<file path="config.mk">
export PLATFORM = sky130hd
export DESIGN_NAME = vsync_skew_monitor
export DESIGN_NICKNAME = d
export VERILOG_FILES = /design/src/rtl/vsync_skew_pkg.sv /design/src/rtl/vsync_skew_monitor_sync_edge.sv /design/src/rtl/vsync_skew_monitor.sv
export SDC_FILE = /design/constraint.sdc
export NUM_CORES = 1
export LEC_CHECK = 0
export CORE_MARGIN = 2
export CORE_UTILIZATION = 31
export DETAILED_ROUTE_END_ITERATION = 8
export HOLD_SLACK_MARGIN = 0.02
export PLACE_DENSITY = 0.51
export SYNTH_ARGS = -nofsm -noshare
export SYNTH_HDL_FRONTEND = slang
export SYNTH_HIERARCHICAL = 1
export SYNTH_SLANG_ARGS = --single-unit
export TNS_END_PERCENT = 50
</file>
<file path="constraint.sdc">
create_clock -name clk -period 5.62 [get_ports clk]
set_input_delay 1.405 -clock clk [delete_from_list [all_inputs] [get_ports clk]]
set_output_delay 1.405 -clock clk [all_outputs]
set_load 0.02 [all_outputs]
</file>
<file path="src/rtl/vsync_skew_pkg.sv">
// Shared types and default constants for the vsync skew monitor.
// Optional statistics outputs are enabled with VSYNC_SKEW_STAT_EN.
package vsync_skew_pkg;

    localparam int DEF_CNT_W      = 24;
    localparam int DEF_TOL        = 4;
    localparam int DEF_TIMEOUT    = 1000000;
    localparam int DEF_MAX_SKEW   = 4096;
    localparam int DEF_CORR_SCALE = 10;

    typedef enum logic [2:0] {
        S_WAIT_EDGE = 3'd0,
        S_MEAS_0    = 3'd1,
        S_MEAS_1    = 3'd2,
        S_CORR_0    = 3'd3,
        S_CORR_1    = 3'd4
    } state_t;

endpackage

</file>
<file path="src/rtl/vsync_skew_monitor_sync_edge.sv">
// 2-FF synchroniser followed by a registered rising-edge pulse; the pulse
// appears three clk cycles after the asynchronous input rises.
module sync_edge (
    input  logic clk,
    input  logic reset_n,
    input  logic din,
    output logic pulse
);

    logic meta;
    logic sync;
    logic sync_d;

    always_ff @(posedge clk or negedge reset_n) begin
        if (!reset_n) begin
            meta   <= 1'b0;
            sync   <= 1'b0;
            sync_d <= 1'b0;
            pulse  <= 1'b0;
        end else begin
            meta   <= din;
            sync   <= meta;
            sync_d <= sync;
            pulse  <= sync & ~sync_d;
        end
    end

endmodule

</file>
<file path="src/rtl/vsync_skew_monitor.sv">
// Measures the skew between two camera vsyncs and requests a speed-up of the
// lagging channel's clock. Define VSYNC_SKEW_STAT_EN for skew_val/skew_lead/timeout_cnt.
module vsync_skew_monitor
    import vsync_skew_pkg::*;
#(
    parameter int CNT_W      = DEF_CNT_W,
    parameter int TOL        = DEF_TOL,
    parameter int TIMEOUT    = DEF_TIMEOUT,
    parameter int MAX_SKEW   = DEF_MAX_SKEW,
    parameter int CORR_SCALE = DEF_CORR_SCALE
) (
    input  logic             clk,
    input  logic             reset_n,
    input  logic             enable,
    input  logic             vsync_0,
    input  logic             vsync_1,
    output logic             err_ch0,
    output logic             err_ch1,
    output logic             locked,
    output logic [2:0]       fsm_state
`ifdef VSYNC_SKEW_STAT_EN
    ,
    output logic [CNT_W-1:0] skew_val,
    output logic             skew_lead,
    output logic [15:0]      timeout_cnt
`endif
);

    localparam int SK_W   = $clog2(MAX_SKEW + 1);
    localparam int CORR_W = $clog2(MAX_SKEW * CORR_SCALE + 1);
    localparam logic [CNT_W-1:0] CNT_MAX = '1;
    localparam logic [CNT_W-1:0] TO_V    = CNT_W'(TIMEOUT - 1);
    localparam logic [CNT_W:0]   TOL_V   = (CNT_W + 1)'(TOL);
    localparam logic [CNT_W:0]   MAX_V   = (CNT_W + 1)'(MAX_SKEW);

    logic              r0;
    logic              r1;
    state_t            state;
    logic [CNT_W-1:0]  cnt;
    logic [CORR_W-1:0] corr_cnt;

    sync_edge u_sync_0 (.clk(clk), .reset_n(reset_n), .din(vsync_0), .pulse(r0));
    sync_edge u_sync_1 (.clk(clk), .reset_n(reset_n), .din(vsync_1), .pulse(r1));

    // Skew is one past the cycles already counted; kept one bit wider so a
    // saturated counter cannot wrap before the clamp.
    logic [CNT_W:0]    skew_meas;
    logic [SK_W-1:0]   skew_clamp;
    logic [CORR_W-1:0] corr_load;
    logic              lag_edge;
    logic              lead_edge;

    assign skew_meas  = {1'b0, cnt} + (CNT_W + 1)'(1);
    assign skew_clamp = (skew_meas > MAX_V) ? MAX_V[SK_W-1:0] : skew_meas[SK_W-1:0];
    assign corr_load  = CORR_W'(skew_clamp) * CORR_W'(CORR_SCALE);
    assign lag_edge   = (state == S_MEAS_0) ? r1 : r0;
    assign lead_edge  = (state == S_MEAS_0) ? (r0 & ~r1) : (r1 & ~r0);
    assign fsm_state  = state;

`ifdef VSYNC_SKEW_STAT_EN
    logic [CNT_W-1:0] skew_sat;
    assign skew_sat = skew_meas[CNT_W] ? CNT_MAX : skew_meas[CNT_W-1:0];
`endif

    always_ff @(posedge clk or negedge reset_n) begin
        if (!reset_n) begin
            state    <= S_WAIT_EDGE;
            cnt      <= '0;
            corr_cnt <= '0;
            err_ch0  <= 1'b0;
            err_ch1  <= 1'b0;
            locked   <= 1'b0;
`ifdef VSYNC_SKEW_STAT_EN
            skew_val    <= '0;
            skew_lead   <= 1'b0;
            timeout_cnt <= '0;
`endif
        end else if (!enable) begin
            state    <= S_WAIT_EDGE;
            cnt      <= '0;
            corr_cnt <= '0;
            err_ch0  <= 1'b0;
            err_ch1  <= 1'b0;
            locked   <= 1'b0;
        end else begin
            case (state)
                S_WAIT_EDGE: begin
                    cnt <= '0;
                    if (r0 && r1) begin
                        locked <= 1'b1;
`ifdef VSYNC_SKEW_STAT_EN
                        skew_val  <= '0;
                        skew_lead <= 1'b0;
`endif
                    end else if (r0) begin
                        state <= S_MEAS_0;
                    end else if (r1) begin
                        state <= S_MEAS_1;
                    end
                end
                S_MEAS_0, S_MEAS_1: begin
                    if (lag_edge) begin
                        cnt <= '0;
`ifdef VSYNC_SKEW_STAT_EN
                        skew_val  <= skew_sat;
                        skew_lead <= (state == S_MEAS_1);
`endif
                        if (skew_meas > TOL_V) begin
                            locked   <= 1'b0;
                            corr_cnt <= corr_load;
                            if (state == S_MEAS_0) begin
                                state   <= S_CORR_1;
                                err_ch1 <= 1'b1;
                            end else begin
                                state   <= S_CORR_0;
                                err_ch0 <= 1'b1;
                            end
                        end else begin
                            locked <= 1'b1;
                            state  <= S_WAIT_EDGE;
                        end
                    end else if (lead_edge) begin
                        cnt <= '0;
                    end else if (cnt == TO_V) begin
                        cnt    <= '0;
                        locked <= 1'b0;
                        state  <= S_WAIT_EDGE;
`ifdef VSYNC_SKEW_STAT_EN
                        if (timeout_cnt != 16'hFFFF) timeout_cnt <= timeout_cnt + 16'd1;
`endif
                    end else if (cnt != CNT_MAX) begin
                        cnt <= cnt + CNT_W'(1);
                    end
                end
                S_CORR_0, S_CORR_1: begin
                    // err was raised on entry, so the last active cycle is corr_cnt==1.
                    if (corr_cnt == CORR_W'(1)) begin
                        corr_cnt <= '0;
                        err_ch0  <= 1'b0;
                        err_ch1  <= 1'b0;
                        state    <= S_WAIT_EDGE;
                    end else begin
                        corr_cnt <= corr_cnt - CORR_W'(1);
                    end
                end
                default: state <= S_WAIT_EDGE;
            endcase
        end
    end

endmodule

</file>
# Yosys cells after proc, flatten, opt, wreduce, memory -nomap -nowiden
# Index checks and enable logic that the tools add are counted.
[word_totals]
regBits = 54
latchBits = 0
ram_bits = 0
mem_bits_ro = 0
input_bits = 5
word_cells = 101
n_memories = 0
[op_classes]
n_addsub = 3
multipliers = 1
n_div = 0
magnitude_cmp = 2
eq_ne = 20
n_shift = 0
mux = 43
bitwise = 8
reduce_logical = 10
[op_table]
columns = ["op", "count"]
rows = [
  ["$mux 24", 5],
  ["$mux 16", 4],
  ["$pmux 24 s2", 1],
  ["$pmux 16 s2", 1],
  ["$mux 3", 10],
  ["$add 24x1->25 const B", 1],
  ["$gt 25x13->1 const B", 1],
  ["$gt 25x3->1 const B", 1],
  ["$add 24x1->24 const B", 1],
  ["$eq 24x20->1 const B", 1],
  ["$ne 24x24->1 const B", 1],
  ["$ne 3x3->1 const B", 7],
  ["$mux 1", 17],
  ["$eq 16x1->1 const B", 1],
  ["$sub 16x1->16 const B", 1],
  ["$mul 13x3->15 const B", 1],
  ["$reduce_and 5->1", 3],
  ["$mux 13", 1],
  ["$pmux 3 s3", 1],
  ["$ne 4x4->1 const B", 2],
  ["$eq 3x2->1 const B", 2],
  ["$ne 3x1->1 const B", 2],
  ["$ne 6x6->1 const B", 1],
  ["$pmux 1 s2", 3],
  ["other kinds (11)", 18],
]

# Longest topological paths before layout
# Gate-level depths: netlist (run 1).
[logic_depth]
word_depth = 8
ltp_mapped = 24
ltp_nobuf = 20

# Modules after synthesis
# Netlist (run 1), hierarchy kept.
[by_module_without_submodules]
columns = ["module", "instances", "cells_per_inst", "area_per_inst_um2", "seq_area_each_um2"]
rows = [
  ["vsync_skew_monitor", 1, 539, 4296.6, 1151.1],
  ["sync_edge", 2, 5, 113.9, 100.1],
]

# Worst setup path after synthesis (run 1)
# Ideal clock, no wire load.
[synth_timing]
path_type = "reg2reg"
start = "register cnt[0]"
end = "register corr_cnt[14]"
setup_time_ns = 0.077
t_arrival_ns = 4.924
path_slack_ns = 0.619
stages_incl_launch_ff = 25
period_less_slack_ns = 5.001
path_cell_list = "dfrtp_1 ha_1 buf_4 and4_1 buf_4 nand4_1 nor3_1 nor3_1 nand4_2 or2_1 buf_2 buf_2 nor2_1 ha_1 ha_1 fa_1 a21o_1 a21o_1 a21oi_1 o21ai_0 and4_1 a2111oi_0 xnor2_1 o21ai_0 a21oi_1"
[synth_via]
elab_chain_len = 8
elab_cells_between_ends = 11
cone_classes = "add/sub: 1; mul: 1; order compare: 2; eq/ne: 1; mux: 5; reduce/logical: 1"
[synth_lines]
columns = ["item", "line", "rtl"]
rows = [
  ["start, declared", "vsync_skew_monitor.sv:39", "logic [CNT_W-1:0] cnt;"],
  ["start signal, assigned", "vsync_skew_monitor.sv:132", "cnt <= cnt + CNT_W'(1);"],
  ["$add 24x1->25 (*)", "vsync_skew_monitor.sv:53", "assign skew_meas = {1'b0, cnt} + (CNT_W + 1)'(1);"],
  ["$gt 25x13->1", "vsync_skew_monitor.sv:54", "assign skew_clamp = (skew_meas > MAX_V) ? MAX_V[SK_W-1:0] : skew_meas[SK_W-1:0];"],
  ["$mux 13", "vsync_skew_monitor.sv:54", ""],
  ["$mul 13x3->15", "vsync_skew_monitor.sv:55", "assign corr_load = CORR_W'(skew_clamp) * CORR_W'(CORR_SCALE);"],
  ["$mux 16", "vsync_skew_monitor.sv:108", "if (skew_meas > TOL_V) begin"],
  ["$mux 16", "vsync_skew_monitor.sv:102", "if (lag_edge) begin"],
  ["$pmux 16 s2", "vsync_skew_monitor.sv:86", "case (state)"],
  ["$mux 16", "vsync_skew_monitor.sv:78", "end else if (!enable) begin"],
  ["end signal, assigned", "vsync_skew_monitor.sv:110", "corr_cnt <= corr_load;"],
  ["end signal, assigned", "vsync_skew_monitor.sv:143", "corr_cnt <= corr_cnt - CORR_W'(1);"],
  ["end, declared", "vsync_skew_monitor.sv:40", "logic [CORR_W-1:0] corr_cnt;"],
]
# Every way passes the cells marked *; elsewhere a longest branch is shown, timed or not. The select of a mux whose other input is x is not followed.
# A chain may end at the register's enable or synchronous reset.

# Final worst setup path (run 1)
[layout_timing]
start = "register cnt[3]"
end = "register corr_cnt[14]"
# The elaborated chain is that of the path after synthesis.

==> results.json, run 1 <==
{
  "detailroute.via_count": 4037,
  "viasPerCell": 5.561,
  "die_w_um": 124.8,
  "synthesis.nets": 578,
  "drtIter0Drc": 503,
  "cts_setup_buffers": 0,
  "nFillCells": 1505,
  "r2r-start": "cnt[3]$_DFFE_PN0P_",
  "clock_tree.htree_level_count": 2,
  "clockRootBuffer": "clkbuf_16",
  "p_sw_share_pct": 39.99,
  "chipHeight_um": 124.8,
  "grt_antenna_before_repair": 0,
  "critPathKind": "reg -> reg",
  "dr.pass1.iters": 5,
  "fin_nets": 570,
  "first_global_vias": 3773,
  "worstPathMaxFanout": 11,
  "layout.area.seq_mm2": 0.001351,
  "slew_headroom_pct": 41.17,
  "seq_area_frac_synth_pct": 29.87,
  "clock_sinks": 54,
  "synthFlopType": "dfrtp_1",
  "status": "complete, no violations",
  "ir_worst_vdd_v": 0.0001260,
  "finClkSkew_ns": 0.006434,
  "hold_violations": 0,
  "fp.coreArea_mm2": 0.01437,
  "async_reset_ff_share_pct": 100.0,
  "cts_buffers": 5,
  "ant_nets": 0,
  "fin_crit_ns": 5.168,
  "multi_input_area_mm2": 0.002893,
  "p_switching_uw": 584.0,
  "maxCapViolations": 0,
  "overflow": 0,
  "max_freq_mhz": 193.5,
  "setup_tns_ns": 0,
  "area_growth_pct": 8.877,
  "cp.arrival_ns": 5.32,
  "setup_slack_ns": 0.4519,
  "grt_pass1_wl_um": 19330,
  "drc": 0,
  "clockBufferDepth": 2,
  "synth_area_per_cell_um2": 8.241,
  "clockPowerShare_pct": 25.8,
  "yosysUniqueCellTypes": 71,
  "hpwl_um": 8368,
  "power.density_mw_per_mm2": 296.5,
  "layout-drive-gt1-share_pct": 9.963,
  "worstMarginPinSlew_ns": 0.8804,
  "required_ns": 5.77,
  "grt_start_max_net_pins": 55,
  "ys_ff_latch": 54,
  "critPathLaunchType": "flip-flop",
  "clkTransAtPathRegs_ns": 0.08,
  "min_period_over_period_pct": 91.96,
  "rows": 44,
  "antennaDiodeCount": 0,
  "port_buffers": 10,
  "initial_utilization_pct": 31.49,
  "slew_viol_final": 0,
  "end_kind": "flip-flop",
  "pwr-share-seq_pct": 34.8,
  "p_leak_uw": 0.002110,
  "tritoncts": "yes",
  "critPathLaunch": "cnt[3]$_DFFE_PN0P_",
  "cts.hold.buffers_added": 0,
  "r2r_setup_slack_ns": 0.45,
  "synthCells": 549,
  "synth_warnings": 6,
  "netlist_area_mm2": 0.004524,
  "drt-total-wl_um": 11530,
  "hold_class": "reg -> reg",
  "die_area_mm2": 0.01558,
  "wire_per_inst_um": 15.88,
  "internal-power_uw": 876.3,
  "clock_latency_ns": 0.31,
  "setup_viol": 0,
  "place_ws_ns": 0.2092,
  "rsz0062_at_grt": "no",
  "min-delay-start": "u_sync_1/meta$_DFF_PN0_",
  "grt_use_total_pct": 14.83,
  "largest_register_ffs": 24,
  "synth-edff-count": 0,
  "regMostFlops": "cnt",
  "io_pins": 11,
  "routabilityCongestion": 0.8504,
  "power_frac_comb_pct": 39.4
}
## synth_stat cells, drive strengths merged (10+ instances only)
cell type	n	area share [%]
o31ai	18	3.0
xnor2	22	4.3
clkbuf	16	1.4
nand2	48	4.1
a21oi	24	2.9
nand4	14	2.7
buf	23	3.5
nand3	22	2.8
nor3	18	2.2
and3	10	1.4
o21ai	54	6.2
a22o	14	2.7
inv	21	1.7
dfrtp	54	30
nor2	61	5.2
ha	23	6.4
## stage by stage
| step | cells | hold WS (ns) | total power [uW] | util [%] | area, um2 |
|---|---|---|---|---|---|
| floorplan | 549 | 0.3312 | 934.4 | - | 4524 |
| global route | 726 | 0.3696 | 1560 | 34.28 | 4926 |
| global placement | 718 | 0.3354 | 1078 | 32.95 | 4735 |
| finish | 726 | 0.3534 | 1460 | 34.28 | 4926 |
| CTS | 726 | 0.3559 | 1468 | 34.15 | 4907 |
| detailed placement | 718 | 0.3372 | 1084 | 32.95 | 4735 |
## cell type report
type	count	share of cell area (%)
timing repair buffer	24	4.064
multi-input combinational	435	58.72
sequential	54	27.43
clock inverter	3	0.9652
tap	184	4.674
inverter	21	1.600
clock buffer	5	2.540
## logic make-up after synthesis
kind of cell | count (synthesis) | synth area share, %
fa+ha+maj | 24 | 6.803
mux | 3 | 0.6637
buf+inv | 60 | 6.609
simple gates | 223 | 27.27
flops | 54 | 29.87
compound gates | 157 | 23.37
xor+xnor | 28 | 5.420
## power groups by stage
| stage | Combinational, uW | Clock [uW] | Sequential [uW] |
|---|---|---|---|
| floorplan | 424 | 0 | 510 |
| global placement | 566 | 0 | 512 |
| detailed placement | 570 | 0 | 514 |
| CTS | 575 | 386 | 507 |
| global route | 644 | 399 | 517 |
| finish | 575 | 377 | 508 |
## final timing paths
check / endpoint / cells past startpoint
worst max-delay path: corr_cnt[14]$_DFFE_PN0P_ / 19
worst min-delay path: u_sync_1/sync$_DFF_PN0_ / 0
worst max register to register: corr_cnt[14]$_DFFE_PN0P_ / 19
worst min register to register: u_sync_1/sync$_DFF_PN0_ / 0
max in group asynchronous: cnt[4]$_DFFE_PN0P_ / 2
min in group asynchronous: corr_cnt[8]$_DFFE_PN0P_ / 2
## placed cells by master, fill, tap and decap left out, types with 14 or more instances in the layout
cell type / count
o21ai_0: 51
xnor2_1: 22
dfrtp_1: 54
ha_1: 23
a21oi_1: 23
nand3_1: 20
nor3_1: 15
inv_1: 21
a22o_1: 14
buf_4: 14
nand2_1: 46
nor2_1: 60
o31ai_1: 18
## worst max-delay path, cell delays in order (launching register included)
cell and delay [ns]:
dfrtp_1 0.60, and3_2 0.34, nand4_4 0.14, or4_1 0.49, a32oi_1 0.18, nand4_2 0.18, or2_1 0.38, nor2_1 0.20
ha_1 0.26, ha_1 0.24, fa_1 0.40, a21o_1 0.19, a21o_1 0.19, a21oi_1 0.18, o21ai_0 0.14, and4_1 0.23
a2111oi_2 0.31, xnor2_1 0.10, o21ai_0 0.16, a21oi_1 0.09
## layer usage
metal | up-vias | share of wire (%) | GRT usage [%]
met5 | - | 0 | 0
met4 | 0 | 1.3 | 4.183
met3 | 11 | 3.6 | 2.277
met2 | 85 | 46 | 23.34
met1 | 1938 | 49 | 21.15
li1 | 2003 | - | -
## what timing repair did
item / 4_1_cts / 5_1_grt
resized for setup: 0 / 5
hold endpoints to repair: 0 / 0
endpoints found under the setup margin: 0 / 2
(Power assumes the default switching activity.)
==> inputs of run 2 (changes only) <==
- ABC_AREA: not set -> 1
==> run 2 against run 1 <==
Compared with the run above: wire length is 12% higher; highest routed layer unchanged; count of clock-buffer cells in the layout unchanged; largest power group is now sequential cells; worst hold slack gained 0.010 ns; core utilization is 0.79 points higher; critical path type unchanged; die area shrank 1.2%; non-clock buffer count decreased by 12.
==> results.json, run 2 <==
{
  "viasPerCell": 4.964,
  "synthFlopType": "dfrtp_1",
  "p_switching_uw": 471.3,
  "cts.hold.buffers_added": 0,
  "worst-path-buf-inv": 2,
  "setup_tns_ns": 0,
  "die_w_um": 124.1,
  "hold_violations": 0,
  "wire_per_inst_um": 14.68,
  "first_global_vias": 4192,
  "finClkSkew_ns": 0.01258,
  "clock_sinks": 54,
  "ys_ff_latch": 54,
  "yosysUniqueCellTypes": 37,
  "yosysTopAreaCellShare_pct": 30.24,
  "power.density_mw_per_mm2": 245.9,
  "synth_warnings": 6,
  "netlist_area_mm2": 0.004468,
  "synthesis.nets": 716,
  "layout_common_cells": "nand2_1, nor2_1, inv_1",
  "cts_setup_buffers": 0,
  "power_frac_comb_pct": 34.3,
  "drtIter0Drc": 288,
  "hold_end": "u_sync_0/sync$_DFF_PN0_",
  "synth.top_cells.by_area": "dfrtp_1, nand2_1, nor2_1, inv_1, ha_1",
  "slew_headroom_pct": 50.89,
  "layout-drive-gt1-share_pct": 7.571,
  "clockPowerShare_pct": 28.1,
  "cp_top_family": "simple AND/OR/NAND/NOR gates",
  "r2r-start": "cnt[0]$_DFFE_PN0P_",
  "chipHeight_um": 124.1,
  "rows": 43,
  "drc": 0,
  "yosys-top-cells-count": "nand2_1, nor2_1, inv_1",
  "grt_start_max_net_pins": 55,
  "clkTransAtPathRegs_ns": 0.08,
  "cp.arrival_ns": 4.47,
  "dr.pass1.iters": 5,
  "grt_antenna_before_repair": 0,
  "grt_pass1_wl_um": 21310,
  "crit_top_cell": "nand2_1",
  "max_freq_mhz": 233.9,
  "synth_top_cell_by_area": "dfrtp_1",
  "grt_use_total_pct": 17.86,
  "antennaDiodeCount": 0,
  "r2r_end": "corr_cnt[13]$_DFFE_PN0P_",
  "p_leak_uw": 0.002448,
  "clockRootBuffer": "clkbuf_16",
  "die_area_mm2": 0.01539,
  "port_buffers": 10,
  "ant_nets": 0,
  "rsz0062_at_grt": "no",
  "hold_depth": 0,
  "internal-power_uw": 735.3,
  "pwr-share-seq_pct": 37.7,
  "critPathMaxStageDelay_ns": 0.46,
  "clockBufferDepth": 2,
  "min_period_over_period_pct": 76.08,
  "required_ns": 5.81,
  "slew_viol_final": 0,
  "hpwl_um": 10060,
  "cts_buffers": 5,
  "cpMaxStageDelayCell": "dfrtp_1",
  "post_cts_resize_count": 0,
  "worstPathMaxFanout": 10,
  "drt-total-wl_um": 12920,
  "layout_commonest_cell": "nand2_1",
  "worstMarginPinSlew_ns": 0.7366,
  "r2r_cells": 26,
  "largest_register_ffs": 24,
  "clock_tree.htree_level_count": 2,
  "fin_nets": 728,
  "async_reset_ff_share_pct": 100.0,
  "yosysMostFrequentCell": "nand2_1",
  "seq_area_frac_synth_pct": 30.24,
  "ir_worst_vdd_v": 0.0001365,
  "r2r_setup_slack_ns": 1.34,
  "end_kind": "flip-flop",
  "fp.coreArea_mm2": 0.01399,
  "instances_no_fill": 880,
  "area_growth_pct": 9.801,
  "tritoncts": "yes",
  "hold_class": "reg -> reg",
  "clock_latency_ns": 0.31,
  "p_sw_share_pct": 39.06,
  "routabilityCongestion": 0.9272,
  "overflow": 0,
  "critPathLaunchType": "flip-flop",
  "synthCells": 687,
  "io_pins": 11,
  "detailroute.via_count": 4368,
  "initial_utilization_pct": 31.94,
  "min-delay-start": "u_sync_0/meta$_DFF_PN0_",
  "status": "complete, no violations",
  "critPathKind": "reg -> reg",
  "synth-edff-count": 0,
  "regMostFlops": "cnt",
  "fin_crit_ns": 4.275,
  "setup_viol": 0,
  "dp_cells": 872,
  "synth_area_per_cell_um2": 6.504,
  "maxCapViolations": 0
}
## run 2: cell types whose count changed after synthesis, moves of 14 or more
cell      delta
nand2_1    +157
clkbuf_1    -14
nand3_1     +32
o21ai_0     -20
o31ai_1     -17
a22o_1      -14
o22ai_1     +19
nor2_1      +33
nor2_2      +14
inv_1       +68
xnor2_1     -17
## run 2: kinds of logic (layout without fill, tap and decap cells)
group	count (synthesis)	after routing	share of synthesized area (%)
flops	54	54	30.24
buf+inv	103	116	9.213
xor+xnor	15	15	2.940
compound gates	82	82	10.50
fa+ha+maj	24	24	6.889
simple gates	409	409	40.21
## run 2: routing by layer
layer  GRT usage [%]  part of all wire [%]  vias to the layer above
li1                -                     -                     2243
met4           5.337                   2.2                        0
met1           24.56                    49                     2018
met2           28.79                    45                       85
met3           2.793                   3.6                       22
met5               0                     0                        -
## run 2: layout make-up
class                   count  area (um2)
multi-input cells         530        2705
clock inverters             3       28.78
repair buffers             12       110.1
fillers                  1545        9082
clock buffers               5       125.1
inverters                  96       360.3
well taps                 180       225.2
flip-flops and latches     54        1351
## run 2: worst max-delay path by stage
| stage | from | endpoint | cells after the start |
|---|---|---|---|
| after floorplan | cnt[0]$_DFFE_PN0P_ | corr_cnt[14]$_DFFE_PN0P_ | 30 |
| after global placement | enable | cnt[15]$_DFFE_PN0P_ | 11 |
| after detailed placement | enable | cnt[0]$_DFFE_PN0P_ | 11 |
| after CTS | cnt[0]$_DFFE_PN0P_ | corr_cnt[14]$_DFFE_PN0P_ | 28 |
| after global routing | cnt[0]$_DFFE_PN0P_ | corr_cnt[14]$_DFFE_PN0P_ | 29 |
| final | cnt[0]$_DFFE_PN0P_ | corr_cnt[13]$_DFFE_PN0P_ | 26 |
## run 2: power by group through the flow
stage | sequential, uW | clock [uW] | combinational (uW)
after detailed placement | 461 | 0 | 415
after floorplan | 467 | 0 | 309
final | 455 | 339 | 413
after global placement | 461 | 0 | 413
after global routing | 459 | 364 | 467
after CTS | 455 | 352 | 415
## run 2: worst reg2reg max path: stages (launching register included)
cell	delay (ns)
dfrtp_1	0.46
ha_1	0.24
nand2_2	0.12
nor2_8	0.18
nand2_2	0.13
nor2_2	0.12
nand2_1	0.07
nand2_1	0.06
nand2_1	0.08
nor2_1	0.12
nand2_1	0.08
nor2_2	0.20
nand2_1	0.15
nand2_2	0.15
inv_2	0.09
nor2_1	0.21
ha_1	0.28
ha_1	0.37
a21oi_1	0.19
o21ai_0	0.13
a21oi_1	0.15
inv_1	0.09
a31oi_1	0.18
xor2_1	0.16
nand2_1	0.07
nand2_1	0.06
o21ai_1	0.06
## run 2: through the flow
stage	setup slack [ns]	cell area, um2	power, uW	util, %	hold slack (ns)
final	1.345	4906	1207	35.07	0.3636
after global routing	0.8583	4906	1290	35.07	0.3735
after CTS	1.361	4906	1222	35.07	0.3667
after detailed placement	1.194	4752	875.5	33.97	0.3433
after global placement	1.168	4752	873.5	33.97	0.3328
after floorplan	1.956	4468	776.2	-	0.3312
==> inputs of run 3 (changes only) <==
- PLACE_DENSITY: 0.51 -> 0.52
- clock period: 5.62 -> 3.5 ns (I/O delays scaled with it)
==> run 3 against run 2 <==
Compared with the run above: register-to-register slack worse by 1.6 ns; clock power is 59% higher; final cell count is 16% higher; largest cell class unchanged; critical endpoint is now corr_cnt[14]$_DFFE_PN0P_; the run now ends with negative setup slack left; die area stayed put.
==> results.json, run 3 (synthesized netlist as in run 2, its figures left out) <==
{
  "status": "finished with violations",
  "violations": "negative setup slack",
  "die_w_um": 124.1,
  "drtIter0Drc": 331,
  "wire_per_inst_um": 14.41,
  "maxCapViolations": 0,
  "rsz0062_at_grt": "yes",
  "overflow": 0,
  "setup_slack_ns": -0.3044,
  "layout_commonest_cell": "nand2_1",
  "critPathLaunch": "cnt[0]$_DFFE_PN0P_",
  "layout-drive-gt1-share_pct": 31.75,
  "placedInstanceArea_mm2": 0.005754,
  "tritoncts": "yes",
  "critPathKind": "reg -> reg",
  "fin_util_pct": 46.14,
  "power.density_mw_per_mm2": 304.8,
  "slew_headroom_pct": 45.31,
  "crit_top_cell": "nand2_1",
  "drt-total-wl_um": 14750,
  "grt_start_max_net_pins": 32,
  "grt_busiest_layer": "met2",
  "fin_crit_ns": 3.804,
  "rows": 43,
  "met1_usage_pct": 26.68,
  "r2r_setup_slack_ns": -0.30,
  "clock_latency_ns": 0.31,
  "first_global_vias": 4990,
  "r2r_cells": 28,
  "clockBufferDepth": 2,
  "instances_no_fill": 1024,
  "cpMaxStageDelayCell": "dfrtp_2",
  "max_freq_mhz": 262.9,
  "fin_nets": 872,
  "clkTransAtPathRegs_ns": 0.08,
  "clock_sinks": 54,
  "grt_antenna_before_repair": 0,
  "p_total_uw": 1968,
  "regMostFlops": "cnt",
  "grt_use_total_pct": 20.22,
  "finClkSkew_ns": 0.01355,
  "routabilityCongestion": 0.9050,
  "cts_buffers": 5,
  "clockRootBuffer": "clkbuf_16",
  "grt_pass1_wl_um": 24160,
  "cp.arrival_ns": 3.99,
  "critPathLaunchType": "flip-flop",
  "drc": 0,
  "setup_tns_ns": -2.109,
  "p_leak_uw": 0.003175,
  "hold_end": "u_sync_1/sync$_DFF_PN0_",
  "required_ns": 3.68,
  "hold_depth": 0,
  "area_growth_pct": 44.47,
  "design_area_mm2": 0.006455,
  "dr.pass1.iters": 5,
  "viasPerCell": 4.874,
  "dp_cells": 1002,
  "hold_class": "reg -> reg",
  "chipHeight_um": 124.1,
  "clock_tree.htree_level_count": 2,
  "min_period_over_period_pct": 108.7,
  "worstPathMaxFanout": 8,
  "nFillCells": 1417,
  "hpwl_um": 11380,
  "layout_common_cells": "nand2_1, buf_4, inv_1",
  "end_kind": "flip-flop",
  "antennaDiodeCount": 0,
  "initial_utilization_pct": 31.94,
  "met3_usage_pct": 2.610,
  "ir_worst_vdd_v": 0.0002231,
  "min-delay-start": "u_sync_1/meta$_DFF_PN0_",
  "slew_viol_final": 0,
  "detailroute.via_count": 4991,
  "die_area_mm2": 0.01539,
  "ant_nets": 0,
  "cts.hold.buffers_added": 0,
  "largest_register_ffs": 24,
  "hold_violations": 0,
  "setup_viol": 9,
  "port_buffers": 10,
  "r2r-start": "cnt[0]$_DFFE_PN0P_",
  "r2r_end": "corr_cnt[14]$_DFFE_PN0P_",
  "worstMarginPinSlew_ns": 0.8203,
  "fp.coreArea_mm2": 0.01399,
  "critPathMaxStageDelay_ns": 0.43,
  "use_met2_pct": 33.57,
  "io_pins": 11
}
==> run 3: worst max path at each step <==
stage	endpoint	slack, ns	depth (start not counted)
floorplan	corr_cnt[14]$_DFFE_PN0P_	0.001	30
global placement	corr_cnt[15]$_DFFE_PN0P_	-0.49	24
detailed placement	corr_cnt[15]$_DFFE_PN0P_	-0.56	26
CTS	corr_cnt[14]$_DFFE_PN0P_	-0.27	30
global route	corr_cnt[14]$_DFFE_PN0P_	-0.57	28
finish	corr_cnt[14]$_DFFE_PN0P_	-0.30	28
==> run 3: layout make-up <==
class	instances	area, um2	area share [%]
multi-input cells	530	3159	48.94
flip-flops and latches	54	1354	20.97
repair buffers	156	1195	18.51
inverters	96	367.9	5.699
well taps	180	225.2	3.489
clock buffers	5	125.1	1.938
clock inverters	3	28.78	0.4458
==> run 3: layer usage <==
| layer | wire [um] | vias up |
|---|---|---|
| li1 | - | 2535 |
| met4 | 395 | 0 |
| met5 | 0 | - |
| met1 | 6807 | 2330 |
| met3 | 454 | 25 |
| met2 | 7095 | 101 |
==> run 3: power by group <==
part	internal [uW]	total, uW	leakage (uW)	switching [uW]
Sequential	675	730	0.000726	54.9
Clock	274	538	0.0000759	264
Combinational	258	700	0.00237	442
Total	1210	1970	0.00318	761
==> run 3: critical path, delay by kind of cell, from the launching register on <==
family	cells	cell delay, ns
AOI/OAI and AO/OA	1	0.06
and+or+nand+nor	22	2.24
adders and majority gates	4	0.87
DFF	1	0.43
buffers and inverters	1	0.07
==> run 3: per-stage QoR <==
stage / hold slack [ns] / setup WS [ns]
after floorplan: 0.3312 / 0.001229
after global placement: 0.3332 / -0.4922
after detailed placement: 0.3379 / -0.5590
after CTS: 0.3569 / -0.2663
after global routing: 0.3651 / -0.5720
final: 0.3552 / -0.3044
==> run 3: timing repair <==
action / in CTS / in global routing
endpoints found under the setup margin: 11 / 11
pin swaps: 29 / 28
resized for setup: 36 / 60
buffers inserted: 9 / 5
